[config.mk]
export PLATFORM = sky130hd
export DESIGN_NAME = port_sequencer
export DESIGN_NICKNAME = d
export VERILOG_FILES = /design/src/rtl/pocket_pkg.sv /design/src/rtl/port_sequencer_rr_arbiter2.sv /design/src/rtl/port_sequencer.sv
export SDC_FILE = /design/constraint.sdc
export NUM_CORES = 1
export LEC_CHECK = 0
export ABC_CLOCK_PERIOD_IN_PS = 2000
export CAP_MARGIN = 25
export CELL_PAD_IN_SITES_DETAIL_PLACEMENT = 0
export CELL_PAD_IN_SITES_GLOBAL_PLACEMENT = 2
export CORE_MARGIN = 1.5
export CORE_UTILIZATION = 28
export DETAILED_ROUTE_END_ITERATION = 7
export PLACE_DENSITY = 0.75
export SLEW_MARGIN = 20
export SYNTH_ARGS = -nofsm -noshare
export SYNTH_HDL_FRONTEND = slang
export SYNTH_HIERARCHICAL = 1
export SYNTH_SLANG_ARGS = --single-unit
[constraint.sdc]
create_clock -name clk -period 2 [get_ports clk]
set_input_delay 0.4 -clock clk [delete_from_list [all_inputs] [get_ports clk]]
set_output_delay 0.4 -clock clk [all_outputs]
set_load 0.01 [all_outputs]
[src/rtl/pocket_pkg.sv]
//==============================================================================
// Module  : pocket_pkg
// Brief   : Shared types and constants for the port sequencing logic.
// Revision: 1.0
//==============================================================================
`default_nettype none

package pocket_pkg;

   typedef enum logic [1:0] {
      IDLE   = 2'd0,
      TURN   = 2'd1,
      ACCESS = 2'd2
   } port_seq_state_e;

   localparam logic PORT_DIR_READ  = 1'b0;
   localparam logic PORT_DIR_WRITE = 1'b1;

   function automatic int max2(input int a, input int b);
      return (a > b) ? a : b;
   endfunction

endpackage

`default_nettype wire

[src/rtl/port_sequencer_rr_arbiter2.sv]
//==============================================================================
// Module  : rr_arbiter2
// Brief   : Two-way combinational round-robin arbiter; rr names the preferred index.
// Revision: 1.0
//==============================================================================
`default_nettype none

module rr_arbiter2 (
   input  logic [1:0] valid,
   input  logic       rr,
   output logic [1:0] grant_onehot,
   output logic       grant_idx
);

   always_comb begin
      grant_idx    = 1'b0;
      grant_onehot = 2'b00;
      if (valid == 2'b11) begin
         grant_idx = rr;
      end else begin
         grant_idx = valid[1];
      end
      if (valid != 2'b00) begin
         grant_onehot = grant_idx ? 2'b10 : 2'b01;
      end
   end

endmodule

`default_nettype wire

[src/rtl/port_sequencer.sv]
//==============================================================================
// Module  : port_sequencer
// Brief   : Shares one bidirectional port between two requesters with turnaround.
// Revision: 1.0
//==============================================================================
`default_nettype none

module port_sequencer
   import pocket_pkg::*;
#(
   parameter int WIDTH      = 8,
   parameter int TURNAROUND = 2,
   parameter int SETTLE     = 3
) (
   input  logic                  clk,
   input  logic                  reset_n,
   input  logic [1:0]            req_valid,
   input  logic [1:0]            req_write,
   input  logic [1:0][WIDTH-1:0] req_wdata,
   output logic [1:0]            req_ready,
   output logic                  rsp_valid,
   output logic                  rsp_id,
   output logic [WIDTH-1:0]      rsp_rdata,
   output logic                  dir_to_port,
   output logic [WIDTH-1:0]      to_port,
   input  logic [WIDTH-1:0]      from_port
);

   localparam int c_cnt_w = $clog2(max2(TURNAROUND, SETTLE) + 1);
   localparam logic [c_cnt_w-1:0] c_turn_load   = c_cnt_w'((TURNAROUND > 0) ? TURNAROUND - 1 : 0);
   localparam logic [c_cnt_w-1:0] c_settle_load = c_cnt_w'(SETTLE - 1);

   port_seq_state_e     r_state, w_state_nxt;
   logic [c_cnt_w-1:0]  r_cnt, w_cnt_nxt;
   logic                r_rr, r_last_dir, r_gid, r_dir;
   logic [WIDTH-1:0]    r_wdata, r_to_port, r_rsp_rdata;
   logic                r_rsp_valid, r_rsp_id;
   logic [1:0]          w_grant_onehot;
   logic                w_grant_idx, w_accept, w_enter_access, w_access_dir, w_read_done;
   logic [WIDTH-1:0]    w_access_data;

   rr_arbiter2 u_arb (
      .valid        (req_valid),
      .rr           (r_rr),
      .grant_onehot (w_grant_onehot),
      .grant_idx    (w_grant_idx)
   );

   always_ff @(posedge clk or negedge reset_n) begin
      if (!reset_n) begin
         r_state <= IDLE;
         r_cnt   <= '0;
      end else begin
         r_state <= w_state_nxt;
         r_cnt   <= w_cnt_nxt;
      end
   end

   // In IDLE the direction/data come straight from the winner so a no-turn accept enters ACCESS directly.
   always_comb begin
      w_state_nxt    = r_state;
      w_cnt_nxt      = r_cnt;
      w_accept       = 1'b0;
      w_enter_access = 1'b0;
      w_access_dir   = r_dir;
      w_access_data  = r_wdata;
      req_ready      = 2'b00;
      unique case (r_state)
         IDLE: begin
            req_ready     = w_grant_onehot;
            w_accept      = |req_valid;
            w_access_dir  = req_write[w_grant_idx];
            w_access_data = req_wdata[w_grant_idx];
            if (w_accept) begin
               if ((w_access_dir != r_last_dir) && (TURNAROUND > 0)) begin
                  w_state_nxt = TURN;
                  w_cnt_nxt   = c_turn_load;
               end else begin
                  w_state_nxt    = ACCESS;
                  w_cnt_nxt      = c_settle_load;
                  w_enter_access = 1'b1;
               end
            end
         end
         TURN: begin
            if (r_cnt == '0) begin
               w_state_nxt    = ACCESS;
               w_cnt_nxt      = c_settle_load;
               w_enter_access = 1'b1;
            end else begin
               w_cnt_nxt = r_cnt - 1'b1;
            end
         end
         ACCESS: begin
            if (r_cnt == '0) begin
               w_state_nxt = IDLE;
            end else begin
               w_cnt_nxt = r_cnt - 1'b1;
            end
         end
         default: w_state_nxt = IDLE;
      endcase
   end

   assign w_read_done = (r_state == ACCESS) && (r_cnt == '0) && (r_dir == PORT_DIR_READ);

   always_ff @(posedge clk or negedge reset_n) begin
      if (!reset_n) begin
         r_rr        <= 1'b0;
         r_gid       <= 1'b0;
         r_dir       <= PORT_DIR_READ;
         r_wdata     <= '0;
         r_last_dir  <= PORT_DIR_READ;
         r_to_port   <= '0;
         r_rsp_valid <= 1'b0;
         r_rsp_id    <= 1'b0;
         r_rsp_rdata <= '0;
      end else begin
         if (w_accept) begin
            r_gid   <= w_grant_idx;
            r_dir   <= w_access_dir;
            r_wdata <= w_access_data;
            r_rr    <= ~w_grant_idx;
         end
         if (w_enter_access) begin
            r_last_dir <= w_access_dir;
            if (w_access_dir == PORT_DIR_WRITE) begin
               r_to_port <= w_access_data;
            end
         end
         r_rsp_valid <= w_read_done;
         if (w_read_done) begin
            r_rsp_id    <= r_gid;
            r_rsp_rdata <= from_port;
         end
      end
   end

   // last_dir already equals the active direction during ACCESS, and doubles as the parked direction in IDLE.
   assign dir_to_port = (r_state == TURN) ? PORT_DIR_READ : r_last_dir;
   assign to_port     = r_to_port;
   assign rsp_valid   = r_rsp_valid;
   assign rsp_id      = r_rsp_id;
   assign rsp_rdata   = r_rsp_rdata;

endmodule

`default_nettype wire

==> flow_metrics.env, run 1 <==
export IMPL_ios=51
export IMPL_drt_iter0_markers=35
export IMPL_worstPathRequired_ns=2.16
export IMPL_ctsLongestPathBuffers=2
export IMPL_power_density_nw_per_um2=1480
export IMPL_finalHoldViolations=0
export IMPL_fmax_ghz=0.518
export IMPL_min_period_ns=1.93
export IMPL_first_global_vias=1371
export IMPL_wl_per_cell_um=12.6
export IMPL_htreeDepth=2
export IMPL_finalWeightedCongestion=0.704
export IMPL_holdCritPathClass="input pin to asynchronous set/reset pin"
export IMPL_synth_nets=203
export IMPL_crit_arrival_ns=2.09
export IMPL_path_class="input pin to flip-flop"
export IMPL_fin_area_um2=2410
export IMPL_clkTransAtPathRegs_ns=0.06
export IMPL_holdBufCountCts=0
export IMPL_portBuffers=50
export IMPL_yosys_top_cells_area="dfrtp_1, nand2_1, mux2_2, mux2i_1, ha_1"
export IMPL_cts_buffers_inserted=5
export IMPL_synthMostInstantiatedCell="nand2_1"
export IMPL_synth_top_area_cell="dfrtp_1"
export IMPL_max_slew_margin_rel_pct=50.2
export IMPL_dp_cells=294
export IMPL_synthArstFlopShare_pct=100
export IMPL_yosysSeqAreaShare_pct=51.2
export IMPL_viasPerCell=4.56
export IMPL_total_leakage_power_uw=0.00111
export IMPL_dp_hpwl_mm=2.79
export IMPL_antenna_found_initial=0
export IMPL_grt_overflow=0
export IMPL_irDropWorstVdd_uv=499
export IMPL_placed_area_um2=2300
export IMPL_die_area_um2=6400
export IMPL_clock_skew_ns=0.00438
export IMPL_yosysUniqueCellTypes=26
export IMPL_core_um2=5610
export IMPL_clock_sink_count=34
export IMPL_syn_area_um2=1660
export IMPL_clk_latency_ns=0.28
export IMPL_synth_flop_cell="dfrtp_1"
export IMPL_ant_nets=0
export IMPL_rsz0062_at_grt="true"
export IMPL_setup_viol=0
export IMPL_ys_warnings_count=6
export IMPL_crit_path_end_kind="flip-flop"
export IMPL_rows=27
export IMPL_final_core_util_pct=43.0
export IMPL_fin_hold_ws_ns=0.184
export IMPL_clockRootBuffer="clkbuf_8"
export IMPL_dr_pass1_iters=4
export IMPL_post_cts_buffers=0
export IMPL_status="finished, final reports clean"
export IMPL_synth_seq_cells=34
export IMPL_drcViolationCount=0
export IMPL_cap_violations=0
export IMPL_routed_wl_mm=3.77
export IMPL_fp_dieW_um=80.0
export IMPL_crit_path_start_kind="input pin"
export IMPL_track_usage_pct=13.2
export IMPL_cts_tree="yes"
export IMPL_vias=1367
export IMPL_drive_above_1_share_pct=15.4
export IMPL_layout_nets=265
export IMPL_finalMaxSlewViolations=0
export IMPL_n_antenna_cell=0
export IMPL_synthCells=167
export IMPL_grt_max_degree=35
export IMPL_avgSynthCellArea_um2=9.94
export IMPL_synth_edff_count=0
export IMPL_ys_top_cells_by_count="nand2_1, dfrtp_1, nor2_1"
export IMPL_finalPower_uw=3570
export IMPL_fill_cells=554
export IMPL_final_cells=300
export IMPL_area_delta_synth_final_pct=45.3
export IMPL_fin_crit_sh_pct=96.5
export IMPL_synth_top_area_share_pct=51.2
export IMPL_grt_first_pass_wirelength_mm=6.43
export IMPL_worstPathMaxFanout=8
export IMPL_worstMarginPinSlew_ns=0.746
export IMPL_die_h_um=80.0
export IMPL_initial_core_util_pct=29.6
-- state kept, by name, indices dropped and copies added (netlist names) --
name,flops
r_last_dir,1
r_cnt,2
r_state,2
to_port,8
rsp_id,1
r_rr,1
rsp_rdata,8
rsp_valid,1
r_gid,1
r_dir,1
r_wdata,8
-- kinds of logic after synthesis --
| family | share of synthesized area [%] |
|---|---|
| buffers and inverters | 2.94 |
| muxes | 12.2 |
| and+or+nand+nor | 15.0 |
| xor gates and xnor gates | 0.528 |
| adders and majority gates | 4.52 |
| DFF | 51.2 |
| AOI/OAI and AO/OA | 13.6 |
-- layer usage --
metal  up-vias  part of all wire, %  global-route usage, %
li1        679                    -                      -
met1       643                   45                   16.4
met2        38                   47                   20.9
met3         7                  5.8                   4.00
met4         0                  2.1                   6.21
met5         -                    0                      0
-- final timing paths --
kind / cells after the start / slack (ns) / start / end
min in group clk: 2 / 0.48 / rsp_id / rsp_id
min reg2reg: 2 / 0.48 / rsp_id / rsp_id
max: 6 / 0.07 / req_valid[1] / to_port[3]
max reg2reg: 6 / 0.09 / r_state[1] / to_port[3]
min: 1 / 0.18 / reset_n / to_port[4]
max in group asynchronous: 1 / 1.34 / reset_n / r_cnt[1]
-- critical path: stages --
cell and delay, ns:
clkdlybuf4s50_1 0.52, a21boi_4 0.21, mux2i_2 0.09, nand2b_4 0.16, o22ai_4 0.32, mux2_2 0.38
-- power breakdown --
part | switching [uW] | internal (uW) | total, uW | leakage [uW]
registers | 194 | 1030 | 1230 | 0.000411
logic | 862 | 989 | 1850 | 0.000657
clock network | 224 | 265 | 489 | 0.0000431
-- cell type report --
class / instances / area (um2) / area share [%]
flip-flops and latches: 34 / 851 / 35.3
multi-input cells: 121 / 793 / 32.9
repair buffers: 60 / 569 / 23.6
well taps: 72 / 90.1 / 3.73
clock buffers: 6 / 82.6 / 3.42
inverters: 7 / 26.3 / 1.09
-- cells in the final DEF (no fill, tap or decap), types with 3 or more instances in the layout --
cell	netlist	routed
a21o_1	4	4
a21oi_1	9	9
and2_1	3	3
buf_4	0	10
clkbuf_8	0	6
clkdlybuf4s50_1	0	45
dfrtp_1	34	34
dlygate4sd2_1	0	3
ha_1	6	4
inv_1	6	5
mux2_2	10	10
mux2i_1	9	8
nand2_1	40	40
nor2_1	14	13
o21ai_0	13	12
-- per-stage QoR --
step	setup WS, ns	setup TNS [ns]
4_1_cts	-0.115	-0.115
5_1_grt	-0.00248	-0.00248
6_report	0.0700	0
2_1_floorplan	0.311	0
3_3_place_gp	-0.244	-2.71
3_5_place_dp	-0.308	-3.53
-- timing repair --
action                     in CTS  in global routing
setup endpoints to repair      11                 12
resized for setup               5                  7
pin swaps                       1                  1
Power figures use the tool's default switching activity.
==> run 2, diff against run 1 <==
--- a/config.mk
+++ b/config.mk
@@ -13,6 +13,7 @@
 export CORE_UTILIZATION = 28
 export DETAILED_ROUTE_END_ITERATION = 7
 export PLACE_DENSITY = 0.75
+export REMOVE_ABC_BUFFERS = 1
 export SLEW_MARGIN = 20
 export SYNTH_ARGS = -nofsm -noshare
 export SYNTH_HDL_FRONTEND = slang
==> run 2 against run 1 <==
Net effect:
- final area is 0.57% higher
- fmax decreased by 0.25%
- flip-flop and latch count did not move
- worst setup slack got worse by 0.0049 ns
- hold slack better by 0.28 ns
- final cell count up 1.3%
- via count up 0.95%
- combinational power is essentially flat
- sequential share of layout area decreased by 0.20 points
- total power grew 2.8%
- sequential power barely moved
- largest power group unchanged
- highest routed layer unchanged
==> flow_metrics.env, run 2 (synthesized netlist as in run 1, its figures left out) <==
export IMPL_status="finished, final reports clean"
export IMPL_dp_hpwl_mm=2.97
export IMPL_grt_first_pass_wirelength_mm=6.51
export IMPL_critPathSlowestCell="clkdlybuf4s50_1"
export IMPL_irDropWorstVdd_uv=505
export IMPL_power_density_nw_per_um2=1510
export IMPL_dp_cells=295
export IMPL_clock_skew_ns=0.00880
export IMPL_core_um2=5610
export IMPL_drt_iter0_markers=50
export IMPL_worstPathMaxFanout=8
export IMPL_clockRootBuffer="clkbuf_8"
export IMPL_die_h_um=80.0
export IMPL_cp_cell_sequence="clkdlybuf4s50_1, a21boi_2, mux2i_1, nand2b_4, o22ai_4, mux2_2"
export IMPL_finalPower_uw=3670
export IMPL_fill_cells=571
export IMPL_worst_slack_ns=0.0651
export IMPL_die_area_um2=6400
export IMPL_track_usage_pct=13.2
export IMPL_hold_depth=2
export IMPL_final_cell_mix="clkdlybuf4s50_1, nand2_1, dfrtp_1"
export IMPL_rr_endpoint="to_port[5]"
export IMPL_r2r_setup_slack_ns=0.18
export IMPL_dpl_worst_slack_ns=-0.294
export IMPL_finalWeightedCongestion=0.745
export IMPL_total_leakage_power_uw=0.00111
export IMPL_path_class="input pin to flip-flop"
export IMPL_fin_hold_ws_ns=0.462
export IMPL_final_cells=304
export IMPL_reg2reg_from="r_state[0]"
export IMPL_fp_dieW_um=80.0
export IMPL_fin_crit_sh_pct=96.7
export IMPL_first_global_vias=1392
export IMPL_vias=1380
export IMPL_rsz0062_at_grt="true"
export IMPL_hp_start="r_gid"
export IMPL_clk_latency_ns=0.28
export IMPL_layout_nets=267
export IMPL_finalMaxSlewViolations=0
export IMPL_dr_pass1_iters=4
export IMPL_drcViolationCount=0
export IMPL_area_delta_synth_final_pct=46.1
export IMPL_clkTransAtPathRegs_ns=0.07
export IMPL_min_period_ns=1.93
export IMPL_viasPerCell=4.54
export IMPL_grt_max_degree=35
export IMPL_crit_arrival_ns=2.10
export IMPL_holdCritPathClass="flip-flop to flip-flop"
export IMPL_finalHoldViolations=0
export IMPL_final_common_cell="clkdlybuf4s50_1"
export IMPL_drive_above_1_share_pct=14.7
export IMPL_worstPathRequired_ns=2.17
export IMPL_ant_nets=0
export IMPL_max_slew_margin_rel_pct=70.6
export IMPL_wl_per_cell_um=12.9
export IMPL_fmax_ghz=0.517
export IMPL_cts_buffers_inserted=5
export IMPL_crit_path_end_kind="flip-flop"
export IMPL_cts_tree="yes"
export IMPL_clock_sink_count=34
export IMPL_holdBufCountCts=0
export IMPL_n_antenna_cell=0
export IMPL_portBuffers=50
export IMPL_antenna_found_initial=0
export IMPL_cpPeakStageDelay_ns=0.50
export IMPL_cap_violations=0
export IMPL_whs_endpoint="rsp_id"
export IMPL_rows=27
export IMPL_setup_viol=0
export IMPL_finalSetupTns_ns=0
export IMPL_routed_wl_mm=3.92
export IMPL_worstMarginPinSlew_ns=0.442
export IMPL_ios=51
export IMPL_initial_core_util_pct=29.6
export IMPL_ctsLongestPathBuffers=2
export IMPL_grt_overflow=0
export IMPL_r2r_cells=6
export IMPL_htreeDepth=2
export IMPL_crit_path_start_kind="input pin"
-- run 2: per-stage QoR --
step	utilization [%]	cell area (um2)
after floorplan	-	1640
after global placement	41.2	2310
after detailed placement	41.2	2310
after CTS	43.3	2430
after global routing	43.3	2430
final	43.3	2430
-- run 2: layout make-up --
| type | count | area [um2] | area share [%] |
|---|---|---|---|
| Clock buffer | 7 | 76.3 | 3.15 |
| Inverter | 7 | 26.3 | 1.08 |
| Timing Repair Buffer | 62 | 583 | 24.0 |
| Clock inverter | 1 | 30.0 | 1.24 |
| Sequential cell | 34 | 851 | 35.1 |
| Multi-Input combinational cell | 121 | 769 | 31.7 |
| Tap cell | 72 | 90.1 | 3.71 |
-- run 2: worst max-delay path by stage --
stage                  to         start  cells past startpoint
5_1_grt        to_port[2]  req_valid[1]                      6
3_3_place_gp   to_port[5]  req_valid[1]                      6
3_5_place_dp   to_port[2]  req_valid[1]                      6
4_1_cts        to_port[2]  req_valid[1]                      6
2_1_floorplan  to_port[0]  req_valid[1]                      5
6_report       to_port[5]  req_valid[1]                      6
-- run 2: metal layers --
| layer | global-route usage, % | wire (um) | up-vias |
|---|---|---|---|
| li1 | - | - | 687 |
| met1 | 16.5 | 1750 | 663 |
| met2 | 21.4 | 1960 | 26 |
| met3 | 3.20 | 151 | 4 |
| met4 | 6.03 | 53 | 0 |
| met5 | 0 | 0 | - |
-- run 2: worst max-delay path, delay by kind of cell --
kind | cells | cell delay, ns
multiplexers | 2 | 0.50
AO/OA/AOI/OAI | 2 | 0.53
buffers and inverters | 1 | 0.50
AND/OR/NAND/NOR | 1 | 0.17
-- run 2: report_power, final --
group	leakage, uW	internal (uW)	total, uW	switching (uW)
combinational	0.000645	963	1840	880
sequential	0.000411	1030	1220	184
clock	0.0000524	373	607	235
-- run 2: timing repair --
action | in CTS | in global routing
endpoints found under the hold margin | 0 | 0
endpoints found under the setup margin | 5 | 10
setup buffers | 1 | 0
pin swaps | 1 | 1
gates resized for setup | 5 | 4
